$ cat config.mk
export PLATFORM = sky130hd
export DESIGN_NAME = sd_modulator2
export DESIGN_NICKNAME = d
export VERILOG_FILES = /design/src/rtl/sd_pkg.sv /design/src/rtl/sd_clk_gen.sv /design/src/rtl/sd_modulator2.sv
export SDC_FILE = /design/constraint.sdc
export NUM_CORES = 1
export LEC_CHECK = 0
export CAP_MARGIN = 30
export CORE_AREA = 2 2 115 106
export DETAILED_ROUTE_END_ITERATION = 16
export DIE_AREA = 0 0 117 108
export PLACE_DENSITY = 0.78
export SETUP_SLACK_MARGIN = 0.15
export SYNTH_ARGS = -nofsm -noshare
export SYNTH_HDL_FRONTEND = slang
export SYNTH_SLANG_ARGS = --single-unit
export TNS_END_PERCENT = 5
$ cat constraint.sdc
create_clock -name clk -period 11.2 [get_ports clk]
set_input_delay 2.8 -clock clk [delete_from_list [all_inputs] [get_ports clk]]
set_output_delay 2.8 -clock clk [all_outputs]
set_load 0.02 [all_outputs]
$ cat src/rtl/sd_pkg.sv
// Shared constants for the second-order sigma-delta modulator: input clamp window,
// mid-scale code, feedback magnitude and the integrator sum-width rule.
package sd_pkg;

  localparam logic [15:0] SD_MID      = 16'h8000;
  localparam logic [15:0] SD_CLAMP_LO = 16'h1000;
  localparam logic [15:0] SD_CLAMP_HI = 16'hF000;
  localparam int          SD_FB_MAG   = 32768;

  // Two guard bits hold acc + (|u| + |fb|) or acc + acc' + |fb| without wrapping,
  // so the result can be compared against the rails before truncation.
  function automatic int sd_sum_width(input int acc_w);
    return acc_w + 2;
  endfunction

endpackage

$ cat src/rtl/sd_clk_gen.sv
// Bit/frame timebase: ph divides clk by DIV into mclk_out, bc counts OSR steps per frame.
// step/frame strobes are combinational and mark the edge they act on; no backpressure.
module sd_clk_gen #(
  parameter int DIV = 4,
  parameter int OSR = 256
) (
  input  logic clk,
  input  logic rst_n,
  output logic step,
  output logic frame,
  output logic mclk_out,
  output logic word_tick
);

  localparam int PW = $clog2(DIV);
  localparam int BW = $clog2(OSR);

  logic [PW-1:0] ph;
  logic [BW-1:0] bc;

  // Counters reset to their last value so the first edge after release is a frame start.
  assign step  = (ph == PW'(DIV - 1));
  assign frame = step && (bc == BW'(OSR - 1));

  always_ff @(posedge clk or negedge rst_n) begin
    if (!rst_n) begin
      ph        <= PW'(DIV - 1);
      bc        <= BW'(OSR - 1);
      mclk_out  <= 1'b0;
      word_tick <= 1'b0;
    end else begin
      word_tick <= frame;
      if (step) begin
        ph       <= '0;
        mclk_out <= 1'b1;
        bc       <= (bc == BW'(OSR - 1)) ? '0 : bc + 1'b1;
      end else begin
        ph <= ph + 1'b1;
        if (ph == PW'(DIV / 2 - 1)) mclk_out <= 1'b0;
      end
    end
  end

endmodule

$ cat src/rtl/sd_modulator2.sv
// Second-order 1-bit sigma-delta modulator; a sample accepted now drives the loop from the
// next frame start. One-entry hold register: s_ready drops after accept until that frame start.
module sd_modulator2
  import sd_pkg::*;
#(
  parameter int WIDTH     = 16,
  parameter int DIV       = 4,
  parameter int OSR       = 256,
  parameter int ACC_WIDTH = 20
) (
  input  logic             clk,
  input  logic             rst_n,
  input  logic [WIDTH-1:0] s_data,
  input  logic             s_valid,
  output logic             s_ready,
  output logic             mclk_out,
  output logic             mdata_out,
  output logic             word_tick,
  output logic             underrun
);

  localparam int SW = sd_sum_width(ACC_WIDTH);
  localparam logic signed [ACC_WIDTH-1:0] ACC_MAX = {1'b0, {(ACC_WIDTH-1){1'b1}}};
  localparam logic signed [ACC_WIDTH-1:0] ACC_MIN = {1'b1, {(ACC_WIDTH-1){1'b0}}};
  localparam logic signed [WIDTH:0]       FB_POS  = (WIDTH+1)'(SD_FB_MAG);
  localparam logic signed [WIDTH:0]       FB_NEG  = -FB_POS;
  localparam logic signed [WIDTH:0]       U_MID   = $signed({1'b0, WIDTH'(SD_MID)});

  logic                        step;
  logic                        frame;
  logic                        accept;
  logic [WIDTH-1:0]            hold_dat;
  logic                        hold_full;
  logic                        primed;
  logic [WIDTH-1:0]            cur_dat;
  logic [WIDTH-1:0]            x_sel;
  logic [WIDTH-1:0]            x_clamp;
  logic signed [WIDTH:0]       u;
  logic signed [WIDTH:0]       fb;
  logic                        fb_bit;
  logic signed [SW-1:0]        s1;
  logic signed [SW-1:0]        s2;
  logic signed [ACC_WIDTH-1:0] i1;
  logic signed [ACC_WIDTH-1:0] i2;
  logic signed [ACC_WIDTH-1:0] i1_nxt;
  logic signed [ACC_WIDTH-1:0] i2_nxt;

  sd_clk_gen #(
    .DIV (DIV),
    .OSR (OSR)
  ) u_clk_gen (
    .clk       (clk),
    .rst_n     (rst_n),
    .step      (step),
    .frame     (frame),
    .mclk_out  (mclk_out),
    .word_tick (word_tick)
  );

  assign s_ready = !hold_full;
  assign accept  = s_valid && s_ready;

  // The step on a consuming frame start already runs on the new sample, so every
  // bit of a frame belongs to exactly one sample.
  always_comb begin
    x_sel = (frame && hold_full) ? hold_dat : cur_dat;
    if (x_sel < WIDTH'(SD_CLAMP_LO))      x_clamp = WIDTH'(SD_CLAMP_LO);
    else if (x_sel > WIDTH'(SD_CLAMP_HI)) x_clamp = WIDTH'(SD_CLAMP_HI);
    else                                  x_clamp = x_sel;
    u      = $signed({1'b0, x_clamp}) - U_MID;
    fb_bit = !i2[ACC_WIDTH-1];
    fb     = fb_bit ? FB_POS : FB_NEG;

    s1 = SW'(i1) + SW'(u) - SW'(fb);
    if (s1 > SW'(ACC_MAX))      i1_nxt = ACC_MAX;
    else if (s1 < SW'(ACC_MIN)) i1_nxt = ACC_MIN;
    else                        i1_nxt = s1[ACC_WIDTH-1:0];

    s2 = SW'(i2) + SW'(i1_nxt) - SW'(fb);
    if (s2 > SW'(ACC_MAX))      i2_nxt = ACC_MAX;
    else if (s2 < SW'(ACC_MIN)) i2_nxt = ACC_MIN;
    else                        i2_nxt = s2[ACC_WIDTH-1:0];
  end

  always_ff @(posedge clk or negedge rst_n) begin
    if (!rst_n) begin
      hold_dat  <= '0;
      hold_full <= 1'b0;
      primed    <= 1'b0;
      cur_dat   <= WIDTH'(SD_MID);
      i1        <= '0;
      i2        <= '0;
      mdata_out <= 1'b0;
      underrun  <= 1'b0;
    end else begin
      underrun <= 1'b0;
      if (step) begin
        i1        <= i1_nxt;
        i2        <= i2_nxt;
        mdata_out <= fb_bit;
      end
      if (frame) begin
        if (hold_full) cur_dat  <= hold_dat;
        else           underrun <= primed;
      end
      // accept needs an empty hold, so it never collides with a consuming frame start
      if (accept) begin
        hold_dat  <= s_data;
        hold_full <= 1'b1;
        primed    <= 1'b1;
      end else if (frame) begin
        hold_full <= 1'b0;
      end
    end
  end

endmodule

[Word level (Yosys, flattened, before mapping)]
Cells that the tools add are included.
Operators by class
  muxes and demuxes: 16
  eq/ne operators: 3
  order comparisons: 6
  reductions and logical operators: 8
  add/sub/neg operators: 7
Operators with widths (number)
  20-bit two-way mux: 4
  16-bit two-way mux: 3
  22-bit by 20-bit greater-than comparator with 1-bit output, second input constant: 2
  22-bit by 20-bit < comparator with 1-bit output, second input constant: 2
  21-bit by 17-bit subtractor with 22-bit output: 2
  20-bit by 17-bit adder with 21-bit output: 1
  20-bit by 20-bit adder with 21-bit output: 1
  17-bit two-way mux: 1
  16-bit by 16-bit subtractor with 17-bit output, second input constant: 1
  16-bit greater-than comparator, second input constant: 1
  16-bit by 13-bit < comparator with 1-bit output, second input constant: 1
  8-bit by 1-bit adder with 8-bit output, second input constant: 1
  8-bit == test, second input constant: 1
  8-bit two-way mux: 1
  1-bit two-way mux: 6
  2-bit nonzero test: 2
  1-bit logical AND: 3
  2-bit by 1-bit adder with 2-bit output, second input constant: 1
  2-bit by 1-bit == test with 1-bit output, second input constant: 1
  2-bit == test, second input constant: 1
  1-bit logical NOT: 2
  2-bit two-way mux: 1
  2-bit AND reduction: 1
Storage, ports and cells
  bits in registers: 88

[Longest topological paths before layout]
Gate-level depths: netlist (run 1).
  depth after elaboration: 18
  depth in mapped cells: 40
  depth with buffers taken out: 36

[Cells and area by module]
Synthesis (run 1) repeated with hierarchy kept, for this count alone.
Unflattened totals
  cell total of the unflattened synthesis: 763
  area total of the unflattened synthesis: 6711.4 um^2
Modules (own cells, without submodules)
  sd_modulator2: times used 1, area an instance 6148.4 um^2, cells an instance 714
  sd_clk_gen: times used 1, area an instance 563.0 um^2, cells an instance 49

[Worst setup path before layout (run 1)]
No wires, ideal clock.
  path type: reg2reg
  start point: register u_clk_gen.bc[3]
  end point: register i2[10]
  cell stages (with the launch flop): 40
  library setup time: 0.082 ns
  period minus slack after synthesis: 8.329 ns
  arrival time: 8.248 ns
  setup slack: 2.871 ns
  cell sequence: dfstp_2 and4_1 nand2_1 nor2_1 nand2_1 clkbuf_1 o21ai_0 nand4_1 nor4_1 o22ai_1 clkbuf_1 nand2b_1 ha_1 inv_1 ha_1 and2_2 nand2_1 o31ai_4 [... 4 more ...] clkbuf_1 a21oi_1 ha_1 inv_1 ha_1 nor2b_1 o21ai_1 a21oi_1 o21ai_1 or4b_1 a21o_1 a31oi_1 o21bai_1 a31o_2 a211oi_2 a31oi_4 buf_6 a31oi_1
On the way
  longest elaborated chain between the ends: 18
  elaborated cells between the ends (all ways): 21
  those cells by class: 5 x add/sub; 6 x order compare; 1 x eq/ne; 7 x mux; 2 x reduce/logical
Ends and longest elaborated chain
  from (decl): line sd_clk_gen.sv:19  | logic [BW-1:0] bc;
  from (signal assigned): line sd_clk_gen.sv:28  | bc <= BW'(OSR - 1);
  from (signal assigned): line sd_clk_gen.sv:36  | bc <= (bc == BW'(OSR - 1)) ? '0 : bc + 1'b1;
  8-bit == test (*): line sd_clk_gen.sv:23  | assign frame = step && (bc == BW'(OSR - 1));
  1-bit logical AND (*): line sd_clk_gen.sv:23
  via frame: line sd_modulator2.sv:30  | logic frame;
  1-bit logical AND (*): line sd_modulator2.sv:66  | x_sel = (frame && hold_full) ? hold_dat : cur_dat;
  16-bit two-way mux (*): line sd_modulator2.sv:66
  16-bit greater-than comparator: line sd_modulator2.sv:68  | else if (x_sel > WIDTH'(SD_CLAMP_HI)) x_clamp = WIDTH'(SD_CLAMP_HI);
  16-bit two-way mux: line sd_modulator2.sv:68
  16-bit two-way mux (*): line sd_modulator2.sv:67  | if (x_sel < WIDTH'(SD_CLAMP_LO)) x_clamp = WIDTH'(SD_CLAMP_LO);
  [... 3 more ...]
  22-bit by 20-bit < comparator with 1-bit output: line sd_modulator2.sv:76  | else if (s1 < SW'(ACC_MIN)) i1_nxt = ACC_MIN;
  20-bit two-way mux: line sd_modulator2.sv:76
  20-bit two-way mux (*): line sd_modulator2.sv:75  | if (s1 > SW'(ACC_MAX)) i1_nxt = ACC_MAX;
  20-bit by 20-bit adder with 21-bit output (*): line sd_modulator2.sv:79  | s2 = SW'(i2) + SW'(i1_nxt) - SW'(fb);
  21-bit by 17-bit subtractor with 22-bit output (*): line sd_modulator2.sv:79
  22-bit by 20-bit < comparator with 1-bit output: line sd_modulator2.sv:81  | else if (s2 < SW'(ACC_MIN)) i2_nxt = ACC_MIN;
  20-bit two-way mux: line sd_modulator2.sv:81
  20-bit two-way mux (*): line sd_modulator2.sv:80  | if (s2 > SW'(ACC_MAX)) i2_nxt = ACC_MAX;
  to (signal assigned): line sd_modulator2.sv:99  | i2 <= i2_nxt;
  to (decl): line sd_modulator2.sv:44  | logic signed [ACC_WIDTH-1:0] i2;
The timed path passes the listed nets; every way through them passes the cells marked *.
A chain may end at the register's enable or synchronous reset.

[Worst setup path in the final report (run 1)]
  start point: register u_clk_gen.bc[3]
  end point: register i2[12]
The elaborated chain is that of the path after synthesis.

==> key figures, run 1 <==
Outcome
  • Outcome: complete, no violations

Clock network
  • Worst-skew pair later-pin latency: about 350 ps
  • Setup bufs post-CTS: 0
  • CTS tree: yes
  • # H-tree levels: 3
  • Root buffer cell: clkbuf_16
  • Clock buffer depth: 2
  • Cts hold-fix bufs: 0
  • CTS Buf Count: 9
  • Clk slew on worst S/H paths: around 60 ps
  • Total clock sinks: 88
  • Post-CTS Resized: 0

STA
  • Setup violations, final: 0
  • Final period utilization: 83.8%
  • Clock Skews: around 5.4 ps
  • Clock period minus final worst setup slack: 9380 ps
  • Worst slew pin tran: roughly 890 ps
  • Final WS setup: 1820 ps
  • Fin. Hold Viols: 0
  • Max Clk Rate: ~110 MHz
  • Setup TNS: 0 ps
  • Slew headroom: 39.9%
  • Final Max Slew Viols: 0
  • RSZ-0062 raised after global routing: no

Global routing
  • First-pass GRT wire length: approximately 25,000 um
  • Vias in the first global route: ~5.3k
  • Overall routing resource usage: 24.7%
  • Largest net degree at the start of global routing: 84
  • GR Overflow Total: 0
  • Initial antenna violation count: 0

Placement
  • Post-DP HPWL: around 11,000 um
  • IO buf count: 23
  • Gpl congestion: 0.935
  • Place WS: 1980 ps

Synth
  • Cells after synthesis: ~760
  • Synth Net Count: 856
  • Post-synth EDFFs: 0
  • Predominant post-synthesis flop cell: dfrtp_1
  • Library cells used by synthesis: 75
  • Mapped cell area: between 6000 and 7000 um2
  • Syn Area/Cell: 8.93 um2
  • Flops & latches, synth: 88
  • Yosys Warn Count: 0
  • Seq/Total Area, Yosys: between 30 and 40%
  • FFs w/ async S/R, synth: 100%

Detailed routing
  • Average vias per placed instance: between 5 and 6
  • Detailed Route WL: between 10,000 and 15,000 um
  • DRT Pass-1 Iters: 5
  • Wire per inst: 15.3 um
  • Via count: between 5k and 6k
  • ANT nets after route: 0
  • Number of DRC markers in iteration 0: ~300
  • # DRC: 0

Floorplan
  • Die width: 117 um
  • Die H: roughly 110 um
  • I/O pin count: 24
  • Core footprint: approximately 11,000 um2
  • Starting Density: 59.6%
  • DIE AREA: 12,600 um2
  • Row count: 37

Run
  • Max cap viols: 0

Critical path
  • Flop2flop setup slack: 1820 ps
  • CP max stage cell: mux2i_1
  • Critical path startpoint category: flip-flop
  • Critical path's largest stage delay: about 820 ps
  • Critical path class: reg -> reg
  • CP max FO: 19
  • Critical path arrival: a little under 10,000 ps
  • Critical path capture point type: flip-flop
  • Critical Path RT: around 11,000 ps

Power
  • PwrDens: 89.9 nW/um2
  • Leakage: between 0.003 and 0.004 uW
  • Worst vdd ir: between 0.1 and 0.15 mV

Layout
  • Layout cells sized above 1: 11.5%
  • Area grow syn2layout: 9.94%
  • Commonest non-fill, non-tap cells in the layout: inv_1 (128), dfrtp_1 (77), ha_1 (72)
  • Final #Nets: between 800 and 900
  • Most common cell after layout, fill and taps aside: inv_1
  • ANT cells: 0

Min path
  • Hold Crit Class: reg -> reg
-- worst max-delay path, delay by kind of cell, from the launching register on --
family	cells	cell delay [ps]
DFF	1	570
buffers and inverters	3	330
adders and majority gates	4	1150
muxes	1	820
AOI/OAI and AO/OA	16	3930
and+or+nand+nor	9	2460
-- power breakdown --
part / switching (uW) / total, uW / leakage (uW) / internal [uW]
Sequential: 4.71 / 331 / 0.00108 / 326
Clock: 125 / 317 / 0.000156 / 192
Combinational: 8.98 / 20.5 / 0.00256 / 11.5
-- worst paths after layout --
check / depth (start not counted) / start / to
min in group asynchronous: 1 / rst_n / i2[14]
max reg2reg: 33 / u_clk_gen.bc[3] / i2[12]
min reg2reg: 1 / primed / primed
max: 33 / u_clk_gen.bc[3] / i2[12]
min: 1 / primed / primed
max in group asynchronous: 2 / rst_n / cur_dat[5]
-- layer usage --
metal / up-vias / part of all wire [%] / global-route usage [%]
met5: - / 0 / 0
met4: 0 / 2.7 / 9.41
met3: 29 / 4.1 / 5.38
met2: 129 / 49 / 41.6
met1: 2542 / 44 / 31.1
li1: 2591 / - / -
-- logic make-up after synthesis --
| kind of cell | after synthesis | share of synthesized area (%) |
|---|---|---|
| AO/OA/AOI/OAI | 185 | 19.0 |
| AND/OR/NAND/NOR | 174 | 12.6 |
| buffers and inverters | 153 | 8.72 |
| flip-flops | 88 | 32.8 |
| adder cells (fa/ha/maj) | 80 | 15.6 |
| XOR/XNOR | 39 | 5.05 |
| multiplexers | 38 | 6.28 |
-- final cells by class --
cell class	count	area (um2)
clock buffers	13	270
well taps	156	195
flip-flops and latches	88	2220
fillers	915	3910
repair buffers	28	265
multi-input cells	516	3960
inverters	128	480
clock inverters	3	47.5
-- flip-flops by register name, indices dropped and copies added, names as in the netlist, 2 cells and up --
register and count:
i1 20, cur_dat 16, u_clk_gen.bc 8, hold_dat 16
i2 20, u_clk_gen.ph 2
-- stage by stage --
step                hold WS [ps]  total power (uW)  std cells  area, um2  util, %
floorplan                    431               341        757       6760        -
global placement             451               356        916       7110     62.7
detailed placement           455               357        916       7110     62.7
CTS                          469               676        932       7430     65.5
global route                 476               689        932       7430     65.5
finish                       471               668        932       7430     65.5
-- synthesized netlist by cell type, types with 7 or more instances --
| library cell | count | area share, % |
|---|---|---|
| xnor2_1 | 26 | 3.4 |
| fa_1 | 7 | 2.1 |
| a21oi_1 | 66 | 4.9 |
| clkbuf_1 | 18 | 1.0 |
| nor2_1 | 58 | 3.2 |
| a21o_1 | 22 | 2.4 |
| dfrtp_1 | 77 | 29 |
| dfstp_2 | 11 | 4.3 |
| nand2b_1 | 16 | 1.5 |
| ha_1 | 73 | 14 |
| mux2i_1 | 12 | 1.8 |
| o21ai_0 | 16 | 1.2 |
| nand2_1 | 46 | 2.6 |
| nand3_1 | 10 | 0.74 |
| nand4_1 | 8 | 0.74 |
| mux2_2 | 25 | 4.2 |
| xor2_1 | 13 | 1.7 |
| inv_1 | 128 | 7.1 |
| a31oi_1 | 24 | 2.2 |
(Power assumes the default switching activity.)
==> inputs of run 2 (changes only) <==
Clock period 11.2 ns to 9.1 ns, I/O delays scaled along.
==> run 2 against run 1 <==
Combinational power increased by 23%. Clock power increased by 13%. Design area increased by 0.27%. Final cell count increased by 0.11%. Critical path depth increased by 2. Worst setup slack got worse by 1200 ps. Die area unchanged.
==> key figures, run 2 (synthesis results as in run 1) <==
Outcome
  • Outcome: complete, no violations (unchanged)

Global routing
  • Initial antenna violation count: 0 (unchanged)
  • First-pass GRT wire length: 24,600 um (was 24,500 um)
  • Vias in the first global route: 5,431 (was 5,338)
  • Overall routing resource usage: 24.7% (about the same)
  • Largest net degree at the start of global routing: 84 (unchanged)
  • GR Overflow Total: 0 (unchanged)

Critical path
  • Most common cell on crit path: ha_1
  • Cell family with most CP delay: compound AO/OA/AOI/OAI gates (unchanged)
  • CP max stage cell: dfstp_2 (was mux2i_1)
  • Critical path class: reg -> reg (unchanged)
  • Critical path's largest stage delay: 570 ps (was 820 ps)
  • Critical path arrival: 8770 ps (was 9650 ps)
  • Critical path capture point type: flip-flop (unchanged)
  • WP buf/inv: 2 (was 3)
  • Critical path startpoint category: flip-flop (unchanged)
  • Critical Path RT: 9350 ps (was 11,460 ps)
  • CP max FO: 19 (unchanged)

Min path
  • Hold Crit Class: reg -> reg (unchanged)

Clock network
  • Clk slew on worst S/H paths: 70 ps (was 60 ps)
  • # H-tree levels: 3 (unchanged)
  • Total clock sinks: 88 (unchanged)
  • Setup bufs post-CTS: 0 (unchanged)
  • CTS tree: yes (unchanged)
  • Cts hold-fix bufs: 0 (unchanged)
  • Clock buffer depth: 2 (unchanged)
  • Worst-skew pair later-pin latency: 340 ps (was 350 ps)
  • Root buffer cell: clkbuf_16 (unchanged)
  • CTS Buf Count: 9 (unchanged)
  • Post-CTS Resized: 1 (was 0)

Placement
  • IO buf count: 23 (unchanged)
  • Placed inst area: 7120 um2 (was 7110 um2)
  • Post-DP HPWL: 10,900 um (was 10,800 um)
  • Placed cells: 917 (was 916)
  • Gpl congestion: 0.885 (was 0.935)

Floorplan
  • Die width: 117 um (unchanged)
  • Starting Density: 59.6% (unchanged)
  • DIE AREA: 12,600 um2 (unchanged)
  • I/O pin count: 24 (unchanged)
  • Row count: 37 (unchanged)
  • Die H: 108 um (unchanged)
  • Core footprint: 11,300 um2 (unchanged)

Layout
  • Largest regs: i1 (20), i2 (20) (unchanged)
  • Fillers: 895 (was 915)
  • Finished Cell Area: 7450 um2 (was 7430 um2)
  • Area grow syn2layout: 10.2% (was 9.94%)
  • ANT cells: 0 (unchanged)
  • Layout cells sized above 1: 12.6% (was 11.5%)
  • Most common cell after layout, fill and taps aside: inv_1 (unchanged)
  • Commonest non-fill, non-tap cells in the layout: inv_1 (128), dfrtp_1 (77), ha_1 (72) (unchanged)
  • Final #Nets: 871 (was 870)
  • Post-Layout Cell Count: 933 (was 932)

Power
  • PwrDens: 106 nW/um2 (was 89.9 nW/um2)
  • Leakage: 0.00378 uW (was 0.00380 uW)
  • Worst vdd ir: 0.0888 mV (was 0.106 mV)

Run
  • Max cap viols: 0 (unchanged)

Detailed routing
  • DRT Pass-1 Iters: 7 (was 5)
  • Number of DRC markers in iteration 0: 358 (was 299)
  • Wire per inst: 15.9 um (was 15.3 um)
  • # DRC: 0 (unchanged)
  • Detailed Route WL: 14,800 um (was 14,300 um)
  • ANT nets after route: 0 (unchanged)
  • Via count: 5,343 (was 5,291)
  • Average vias per placed instance: 5.73 (was 5.68)

STA
  • Setup violations, final: 0 (unchanged)
  • Fin. Hold Viols: 0 (unchanged)
  • Max Clk Rate: 117 MHz (was 107 MHz)
  • Worst slew pin tran: 791 ps (was 890 ps)
  • Final period utilization: 93.6% (was 83.8%)
  • Slew headroom: 47.3% (was 39.9%)
  • Final Max Slew Viols: 0 (unchanged)
  • Clock Skews: 7.29 ps (was 5.45 ps)
  • Clock period minus final worst setup slack: 8520 ps (was 9380 ps)
  • Setup TNS: 0 ps (unchanged)
  • RSZ-0062 raised after global routing: no (unchanged)
[run 2: worst paths after layout]
path	startpoint	to	slack, ps	cells past startpoint
min	primed	primed	490	1
max reg2reg	u_clk_gen.bc[3]	i2[10]	580	35
min reg2reg	primed	primed	490	1
max	u_clk_gen.bc[3]	i2[10]	580	35
min in group asynchronous	rst_n	i2[17]	1880	1
max in group asynchronous	rst_n	cur_dat[4]	6160	2
[run 2: power by group]
| part | switching, uW | internal (uW) | leakage (uW) | total (uW) |
|---|---|---|---|---|
| sequential | 5.78 | 401 | 0.00108 | 407 |
| combinational | 11.2 | 14.1 | 0.00256 | 25.3 |
| clock | 164 | 195 | 0.000129 | 359 |
[run 2: stage by stage]
step                      util [%]  setup slack, ps  power, uW  hold slack [ps]
final                         65.7              580        791              486
after global routing          65.7              108        812              491
after CTS                     65.3              288        796              478
after detailed placement      62.8              109        440              462
after global placement        62.8              425        438              447
after floorplan                  -              771        420              431
[run 2: routing by layer]
metal,up-vias,global-route usage (%),routed length (um)
li1,2606,-,-
met1,2562,31.4,6590
met2,145,41.9,7210
met3,30,3.98,596
met4,0,10.3,442
met5,-,0,0
[run 2: worst register-to-register path: cells and delay by family, from the launching register on]
| family | cells | cell delay [ps] |
|---|---|---|
| AO/OA/AOI/OAI | 17 | 3550 |
| multiplexers | 1 | 300 |
| adder cells (fa/ha/maj) | 4 | 1160 |
| XOR/XNOR | 1 | 300 |
| buffers and inverters | 2 | 100 |
| AND/OR/NAND/NOR | 10 | 2440 |
| flip-flops | 1 | 570 |
[run 2: cell type report]
cell class,instances,area (um2),share of cell area (%)
sequential,88,2220,29.7
clock inverter,5,40.0,0.537
inverter,128,480,6.45
timing repair buffer,29,273,3.66
multi-input combinational,516,4000,53.7
clock buffer,11,243,3.26
tap,156,195,2.62
